## src/rtl/im_port_arbiter_if.sv

```systemverilog
`default_nettype none
// ============================================================================
// im_port_arbiter_if -- fetch, loader and memory-port signals of the arbiter
// Rev 1.0
// ============================================================================
interface im_port_arbiter_if;
   logic        boot_done;
   logic        in_boot;
   logic        fetch_req;
   logic [31:0] fetch_pc;
   logic        fetch_gnt;
   logic        fetch_valid;
   logic [31:0] fetch_instr;
   logic        fetch_adel;
   logic        ld_req;
   logic [31:0] ld_addr;
   logic [31:0] ld_wdata;
   logic        ld_ack;
   logic        ld_err;
   logic [11:0] mem_idx;
   logic        mem_we;
   logic [31:0] mem_wdata;
   logic [31:0] mem_rdata;

   modport slave (
      input  boot_done, fetch_req, fetch_pc, ld_req, ld_addr, ld_wdata, mem_rdata,
      output in_boot, fetch_gnt, fetch_valid, fetch_instr, fetch_adel,
             ld_ack, ld_err, mem_idx, mem_we, mem_wdata
   );

   modport master (
      output boot_done, fetch_req, fetch_pc, ld_req, ld_addr, ld_wdata, mem_rdata,
      input  in_boot, fetch_gnt, fetch_valid, fetch_instr, fetch_adel,
             ld_ack, ld_err, mem_idx, mem_we, mem_wdata
   );
endinterface
`default_nettype wire

```

## src/rtl/im_port_arbiter.sv

```systemverilog
`default_nettype none
// ============================================================================
// im_port_arbiter -- shares one instruction-memory port between boot loader
// and fetch stage, with a bounded loader burst while fetch waits.  Rev 1.0
// ============================================================================
module im_port_arbiter #(
   parameter logic [31:0] BASE_PC      = 32'h0000_3000,
   parameter int unsigned IM_WORDS     = 4096,
   parameter int unsigned MAX_LD_BURST = 4
) (
   input  logic               clk_i,
   input  logic               rst_ni,
   im_port_arbiter_if.slave   bus
);
   localparam int unsigned           STREAK_W   = $clog2(MAX_LD_BURST + 1);
   localparam logic [STREAK_W-1:0]   STREAK_MAX = STREAK_W'(MAX_LD_BURST);
   localparam logic [32:0]           ADDR_LO    = {1'b0, BASE_PC};
   localparam logic [32:0]           ADDR_HI    = {1'b0, BASE_PC} + (33'(IM_WORDS) << 2);
   localparam logic [0:0]            ST_BOOT    = 1'b0;
   localparam logic [0:0]            ST_RUN     = 1'b1;

   function automatic logic addr_ok(input logic [31:0] a);
      return ({1'b0, a} >= ADDR_LO) && ({1'b0, a} < ADDR_HI) && (a[1:0] == 2'b00);
   endfunction

   function automatic logic [11:0] addr_idx(input logic [31:0] a);
      return 12'((a[13:0] - BASE_PC[13:0]) >> 2);
   endfunction

   logic [0:0]          state_q, state_d;
   logic [STREAK_W-1:0] streak_q, streak_d;
   logic                fvalid_q;
   logic                fadel_q;
   logic [31:0]         finstr_q;
   logic                ld_gnt;
   logic                f_gnt;
   logic                ld_ok;
   logic                f_ok;

   assign ld_ok = addr_ok(bus.ld_addr);
   assign f_ok  = addr_ok(bus.fetch_pc);

   always_ff @(posedge clk_i or negedge rst_ni) begin
      if (!rst_ni) begin
         state_q  <= ST_BOOT;
         streak_q <= '0;
      end else begin
         state_q  <= state_d;
         streak_q <= streak_d;
      end
   end

   always_comb begin
      state_d = state_q;
      if (state_q == ST_BOOT && bus.boot_done) begin
         state_d = ST_RUN;
      end
   end

   // Grants are forced low while reset is held so no write slips through.
   always_comb begin
      ld_gnt = 1'b0;
      f_gnt  = 1'b0;
      if (rst_ni) begin
         case (state_q)
            ST_BOOT: ld_gnt = bus.ld_req;
            default: begin
               ld_gnt = bus.ld_req && (!bus.fetch_req || streak_q < STREAK_MAX);
               f_gnt  = bus.fetch_req && !ld_gnt;
            end
         endcase
      end
   end

   always_comb begin
      streak_d = streak_q;
      if (!bus.fetch_req || f_gnt) begin
         streak_d = '0;
      end else if (ld_gnt && streak_q != STREAK_MAX) begin
         streak_d = streak_q + STREAK_W'(1);
      end
   end

   always_ff @(posedge clk_i or negedge rst_ni) begin
      if (!rst_ni) begin
         fvalid_q <= 1'b0;
         fadel_q  <= 1'b0;
         finstr_q <= '0;
      end else begin
         fvalid_q <= f_gnt;
         if (f_gnt) begin
            fadel_q  <= !f_ok;
            finstr_q <= f_ok ? bus.mem_rdata : 32'h0;
         end
      end
   end

   assign bus.in_boot     = (state_q == ST_BOOT);
   assign bus.fetch_gnt   = f_gnt;
   assign bus.fetch_valid = fvalid_q;
   assign bus.fetch_instr = finstr_q;
   assign bus.fetch_adel  = fadel_q;
   assign bus.ld_ack      = ld_gnt;
   assign bus.ld_err      = ld_gnt && !ld_ok;
   assign bus.mem_we      = ld_gnt && ld_ok;
   assign bus.mem_idx     = ld_gnt ? addr_idx(bus.ld_addr) : addr_idx(bus.fetch_pc);
   assign bus.mem_wdata   = bus.ld_wdata;
endmodule
`default_nettype wire

```

## src/flat_wrapper.sv

```systemverilog
// flat-port wrapper written by rule: the top's interface ports become plain ports
module im_port_arbiter_flat 
#(
   parameter logic [31:0] BASE_PC      = 32'h0000_3000,
   parameter int unsigned IM_WORDS     = 4096,
   parameter int unsigned MAX_LD_BURST = 4
)
  (clk_i, rst_ni, bus_boot_done, bus_fetch_req, bus_fetch_pc, bus_ld_req, bus_ld_addr, bus_ld_wdata, bus_mem_rdata, bus_in_boot, bus_fetch_gnt, bus_fetch_valid, bus_fetch_instr, bus_fetch_adel, bus_ld_ack, bus_ld_err, bus_mem_idx, bus_mem_we, bus_mem_wdata);
  im_port_arbiter_if bus_i ();
  input  logic clk_i;
  input  logic rst_ni;
  input wire logic [$bits(bus_i.boot_done)-1:0] bus_boot_done;
  input wire logic [$bits(bus_i.fetch_req)-1:0] bus_fetch_req;
  input wire logic [$bits(bus_i.fetch_pc)-1:0] bus_fetch_pc;
  input wire logic [$bits(bus_i.ld_req)-1:0] bus_ld_req;
  input wire logic [$bits(bus_i.ld_addr)-1:0] bus_ld_addr;
  input wire logic [$bits(bus_i.ld_wdata)-1:0] bus_ld_wdata;
  input wire logic [$bits(bus_i.mem_rdata)-1:0] bus_mem_rdata;
  output wire logic [$bits(bus_i.in_boot)-1:0] bus_in_boot;
  output wire logic [$bits(bus_i.fetch_gnt)-1:0] bus_fetch_gnt;
  output wire logic [$bits(bus_i.fetch_valid)-1:0] bus_fetch_valid;
  output wire logic [$bits(bus_i.fetch_instr)-1:0] bus_fetch_instr;
  output wire logic [$bits(bus_i.fetch_adel)-1:0] bus_fetch_adel;
  output wire logic [$bits(bus_i.ld_ack)-1:0] bus_ld_ack;
  output wire logic [$bits(bus_i.ld_err)-1:0] bus_ld_err;
  output wire logic [$bits(bus_i.mem_idx)-1:0] bus_mem_idx;
  output wire logic [$bits(bus_i.mem_we)-1:0] bus_mem_we;
  output wire logic [$bits(bus_i.mem_wdata)-1:0] bus_mem_wdata;
  assign bus_i.boot_done = bus_boot_done;
  assign bus_i.fetch_req = bus_fetch_req;
  assign bus_i.fetch_pc = bus_fetch_pc;
  assign bus_i.ld_req = bus_ld_req;
  assign bus_i.ld_addr = bus_ld_addr;
  assign bus_i.ld_wdata = bus_ld_wdata;
  assign bus_i.mem_rdata = bus_mem_rdata;
  assign bus_in_boot = bus_i.in_boot;
  assign bus_fetch_gnt = bus_i.fetch_gnt;
  assign bus_fetch_valid = bus_i.fetch_valid;
  assign bus_fetch_instr = bus_i.fetch_instr;
  assign bus_fetch_adel = bus_i.fetch_adel;
  assign bus_ld_ack = bus_i.ld_ack;
  assign bus_ld_err = bus_i.ld_err;
  assign bus_mem_idx = bus_i.mem_idx;
  assign bus_mem_we = bus_i.mem_we;
  assign bus_mem_wdata = bus_i.mem_wdata;
  im_port_arbiter #(.BASE_PC(BASE_PC), .IM_WORDS(IM_WORDS), .MAX_LD_BURST(MAX_LD_BURST)) u_core (.clk_i(clk_i), .rst_ni(rst_ni), .bus(bus_i));
endmodule
```

## config.mk

```make
export PLATFORM = sky130hd
export DESIGN_NAME = im_port_arbiter_flat
export DESIGN_NICKNAME = d
export VERILOG_FILES = /design/src/rtl/im_port_arbiter_if.sv /design/src/rtl/im_port_arbiter.sv /design/src/flat_wrapper.sv
export SDC_FILE = /design/constraint.sdc
export NUM_CORES = 1
export LEC_CHECK = 0
export ABC_AREA = 1
export CORE_MARGIN = 3
export CORE_UTILIZATION = 32
export DETAILED_ROUTE_END_ITERATION = 8
export GPL_TIMING_DRIVEN = 0
export MAX_ROUTING_LAYER = met4
export PLACE_DENSITY = 0.86
export REMOVE_ABC_BUFFERS = 1
export SLEW_MARGIN = 20
export SYNTH_ARGS = -nofsm -noshare
export SYNTH_HDL_FRONTEND = slang
export SYNTH_SLANG_ARGS = --single-unit
```

## constraint.sdc

```tcl
create_clock -name clk_i -period 2 [get_ports clk_i]
set_clock_uncertainty 0.2 [all_clocks]
set_input_delay 0.3 -clock clk_i [delete_from_list [all_inputs] [get_ports clk_i]]
set_output_delay 0.3 -clock clk_i [all_outputs]
set_load 0.02 [all_outputs]
```

==> implementation parameters <==
Parameter                              Value

Run status
  Violated checks ... setup timing
  Run status ... finished with violations

CTS
  Clock tree from TritonCTS ... done
  Cts bufs inserted ... 5
  Clock Latency Late Sink ... 280 ps
  Number of sinks on the clock net ... 38
  CTS Root Buffer Type ... sky130_fd_sc_hd__clkbuf_8
  CTS clk-pin slew, worst paths ... 70 ps
  CTS Buffer Depth ... 2
  Count of H-tree levels built during CTS ... 2

Pwr
  Internal cell power ... 0.00139 W
  Power after layout ... 0.00182 W
  Max rail drop VDD ... 0.000204 V
  Leakage power ... 1.94 nW
  Fraction of power consumed by the clock network ... 34.8%
  Relative contribution of combinational cells to total power ... 22.7%
  Power per cell area ... 472 mW/mm^2
  Switching share of power ... 23.3%
  Net load switching power ... 0.000423 W
  Sequential group share of total power ... 42.5%

STA
  Number of setup violations in the final report ... 1
  Final clock period utilization by the worst path ... 102%
  Highest achievable clock rate ... 490 MHz
  Headroom to the max-slew limit ... 46.3%
  Actual transition at the worst max-transition pin ... 804 ps
  Final hold violation count ... 0
  Minimum clock period ... 2040 ps
  Final sum of negative setup slack ... -40.3 ps
  Final WS setup ... -40.3 ps
  Max Slew Vio Count ... 0
  Setup repair after global routing missed its margin ... yes

Cells and area
  Net count, final ... 559
  Cell area after layout ... 0.00384 mm^2
  Fin util ... 59.2%
  Highest-count cells in the layout ignoring fill and taps ... sky130_fd_sc_hd__clkdlybuf4s50_1, sky130_fd_sc_hd__nand2_1, sky130_fd_sc_hd__nand3_1
  Leading cell type in the layout, fill and taps excluded ... sky130_fd_sc_hd__clkdlybuf4s50_1
  Fraction of final layout cells with drive strength greater than 1 ... 13.4%
  Area overhead of the layout relative to synthesis ... 76.0%
  # diodes ... 0

Setup path
  Nature of the critical path startpoint ... register
  Cell chain of the critical path ... nand3_2 -> nand2_4 -> buf_4 -> nand2_1 -> nand2_1 -> xnor2_2 -> buf_4
  Category of the worst setup path capture point ... primary output
  Arrival time at the worst endpoint ... 1540 ps
  CP max FO ... 5
  Req. time, crit path ... 1500 ps
  Startpoint-to-endpoint class of the critical path ... register to primary output
  Delay of the slowest cell on the worst path ... 440 ps
  Slowest library cell on the worst path ... sky130_fd_sc_hd__dfrtp_2

Synth
  Number of synthesized register bits ... 38
  Count of different cell masters after synthesis ... 21
  Register area share after synthesis ... 43.5%
  Post-synthesis average cell area ... 7.51 um^2
  Cell area after technology mapping ... 0.00218 mm^2
  Post-synthesis instance total ... 291
  Number of synthesis warnings ... 0

Place
  Buffers added on ports ... 151
  Final HPWL DP ... 5960 um
  Cell Area, Placed ... 0.00352 mm^2
  Final weighted congestion in routability-driven placement ... 0.733

Floorplan
  Width of the die ... 88.6 um
  Starting density of the core ... 33.6%
  Core box area ... 0.00649 mm^2
  Number of I/O pins ... 216
  Cell row count ... 29
  Die area ... 0.00785 mm^2
  Vert. Die Dim ... 88.6 um

Drt
  Via/cell ratio ... 4.83
  Mean routed wirelength per cell ... 16.4 um
  Via count ... 2423
  DR DRC count ... 0
  Drt first pass iters ... 4
  1st-iter DRT viols ... 90
  Total routed wirelength ... 8210 um
  Remaining number of nets flagged by the antenna check after routing ... 0

Global routing
  Initial antenna violation count ... 0
  GR Overflow Total ... 0
  Overall global routing resource usage ... 20.0%
  Vias in the first global route ... 2338
  Wire length of the first global-routing pass ... 11400 um
  Maximum number of pins on one net before global-route repair ... 34

Min path
  Hold Path Class ... primary input to register

Run
  # Max-Cap Violations ... 0
[synth_stat cells]
library cell / instances / area (um^2)
sky130_fd_sc_hd__a21oi_1: 4 / 20.0
sky130_fd_sc_hd__a21oi_4: 1 / 16.3
sky130_fd_sc_hd__buf_2: 5 / 25.0
sky130_fd_sc_hd__buf_4: 32 / 240
sky130_fd_sc_hd__buf_6: 3 / 33.8
sky130_fd_sc_hd__clkbuf_1: 3 / 11.3
sky130_fd_sc_hd__clkinv_1: 2 / 7.51
sky130_fd_sc_hd__dfrtp_1: 38 / 951
sky130_fd_sc_hd__ha_1: 2 / 25.0
sky130_fd_sc_hd__inv_1: 9 / 33.8
sky130_fd_sc_hd__inv_2: 2 / 7.51
sky130_fd_sc_hd__nand2_1: 116 / 435
sky130_fd_sc_hd__nand3_1: 38 / 190
sky130_fd_sc_hd__nand3b_1: 1 / 7.51
sky130_fd_sc_hd__nor2_1: 21 / 78.8
sky130_fd_sc_hd__nor2_8: 1 / 20.0
sky130_fd_sc_hd__nor3_1: 4 / 20.0
sky130_fd_sc_hd__nor3b_2: 1 / 12.5
sky130_fd_sc_hd__o21ai_1: 3 / 15.0
sky130_fd_sc_hd__or2_2: 4 / 25.0
sky130_fd_sc_hd__xnor2_1: 1 / 8.76
[kinds of logic after synthesis]
logic type / after synthesis / share of synthesized area, %
compound gates: 8 / 2.35
xor+xnor: 1 / 0.401
fa+ha+maj: 2 / 1.15
buf+inv: 56 / 16.4
flops: 38 / 43.5
simple gates: 186 / 36.1
[registers in the layout (all words and copies together), names as in the netlist]
signal,count
u_core.bus.fetch_instr,32
u_core.streak_q,3
u_core.bus.fetch_adel,1
u_core.bus.fetch_valid,1
u_core.state_q,1
[per-stage QoR]
stage / hold slack [ps] / setup WS (ps) / std cells
after floorplan: -196 / -141 / 248
after global placement: 260 / -2520 / 476
after detailed placement: 82.5 / -1340 / 478
after CTS: 202 / -21.5 / 496
after global routing: 239 / -109 / 502
final: 214 / -40.3 / 502
[path summary, 6_finish.rpt]
path	start	endpoint	slack, ps	depth (start not counted)
setup / recovery	u_core.state_q	bus_mem_idx[11]	-40	7
min in group asynchronous	rst_ni	u_core.bus.fetch_instr[27]	430	3
hold / removal	bus_ld_req	u_core.bus.fetch_valid	210	2
max in group asynchronous	rst_ni	u_core.state_q	600	2
setup reg to reg	u_core.streak_q[2]	u_core.bus.fetch_instr[16]	120	8
hold reg to reg	u_core.bus.fetch_instr[0]	u_core.bus.fetch_instr[0]	280	2
[metal layers]
| metal | vias up | wire [um] | share of wire (%) | GRT usage, % |
|---|---|---|---|---|
| met1 | 1094 | 3320 | 40 | 22.8 |
| met3 | 8 | 1120 | 14 | 10.9 |
| li1 | 1148 | - | - | - |
| met2 | 173 | 3700 | 45 | 30.7 |
| met4 | 0 | 66 | 0.80 | 5.08 |
| met5 | - | 0 | 0 | - |
[what timing repair did]
action	in CTS	in global routing
endpoints found under the hold margin	27	0
gates resized for setup	81	20
hold buffers	3	0
setup buffers	6	5
pin swaps	9	16
endpoints found under the setup margin	52	48
gates cloned	1	1
[worst max-delay path: cells and delay by family, from the launching register on]
kind / cells / cell delay (ps)
AND/OR/NAND/NOR: 4 / 340
flip-flops: 1 / 440
buffers and inverters: 2 / 320
XOR/XNOR: 1 / 140
[power by group through the flow]
stage	combinational (W)	sequential, W	clock [W]
finish	0.000412	0.000772	0.000632
global route	0.000443	0.000772	0.000689
CTS	0.000406	0.000772	0.000662
detailed placement	0.000395	0.000787	0
global placement	0.000382	0.000787	0
floorplan	0.000103	0.000788	0
[final cells by class]
cell class	count	area, um^2
clock inverter	1	30.0
fill	537	2650
tap	77	96.3
timing repair buffer	168	1700
inverter	13	52.6
sequential	38	953
clock buffer	7	76.3
multi-input combinational	198	940
(Power assumes the default switching activity.)
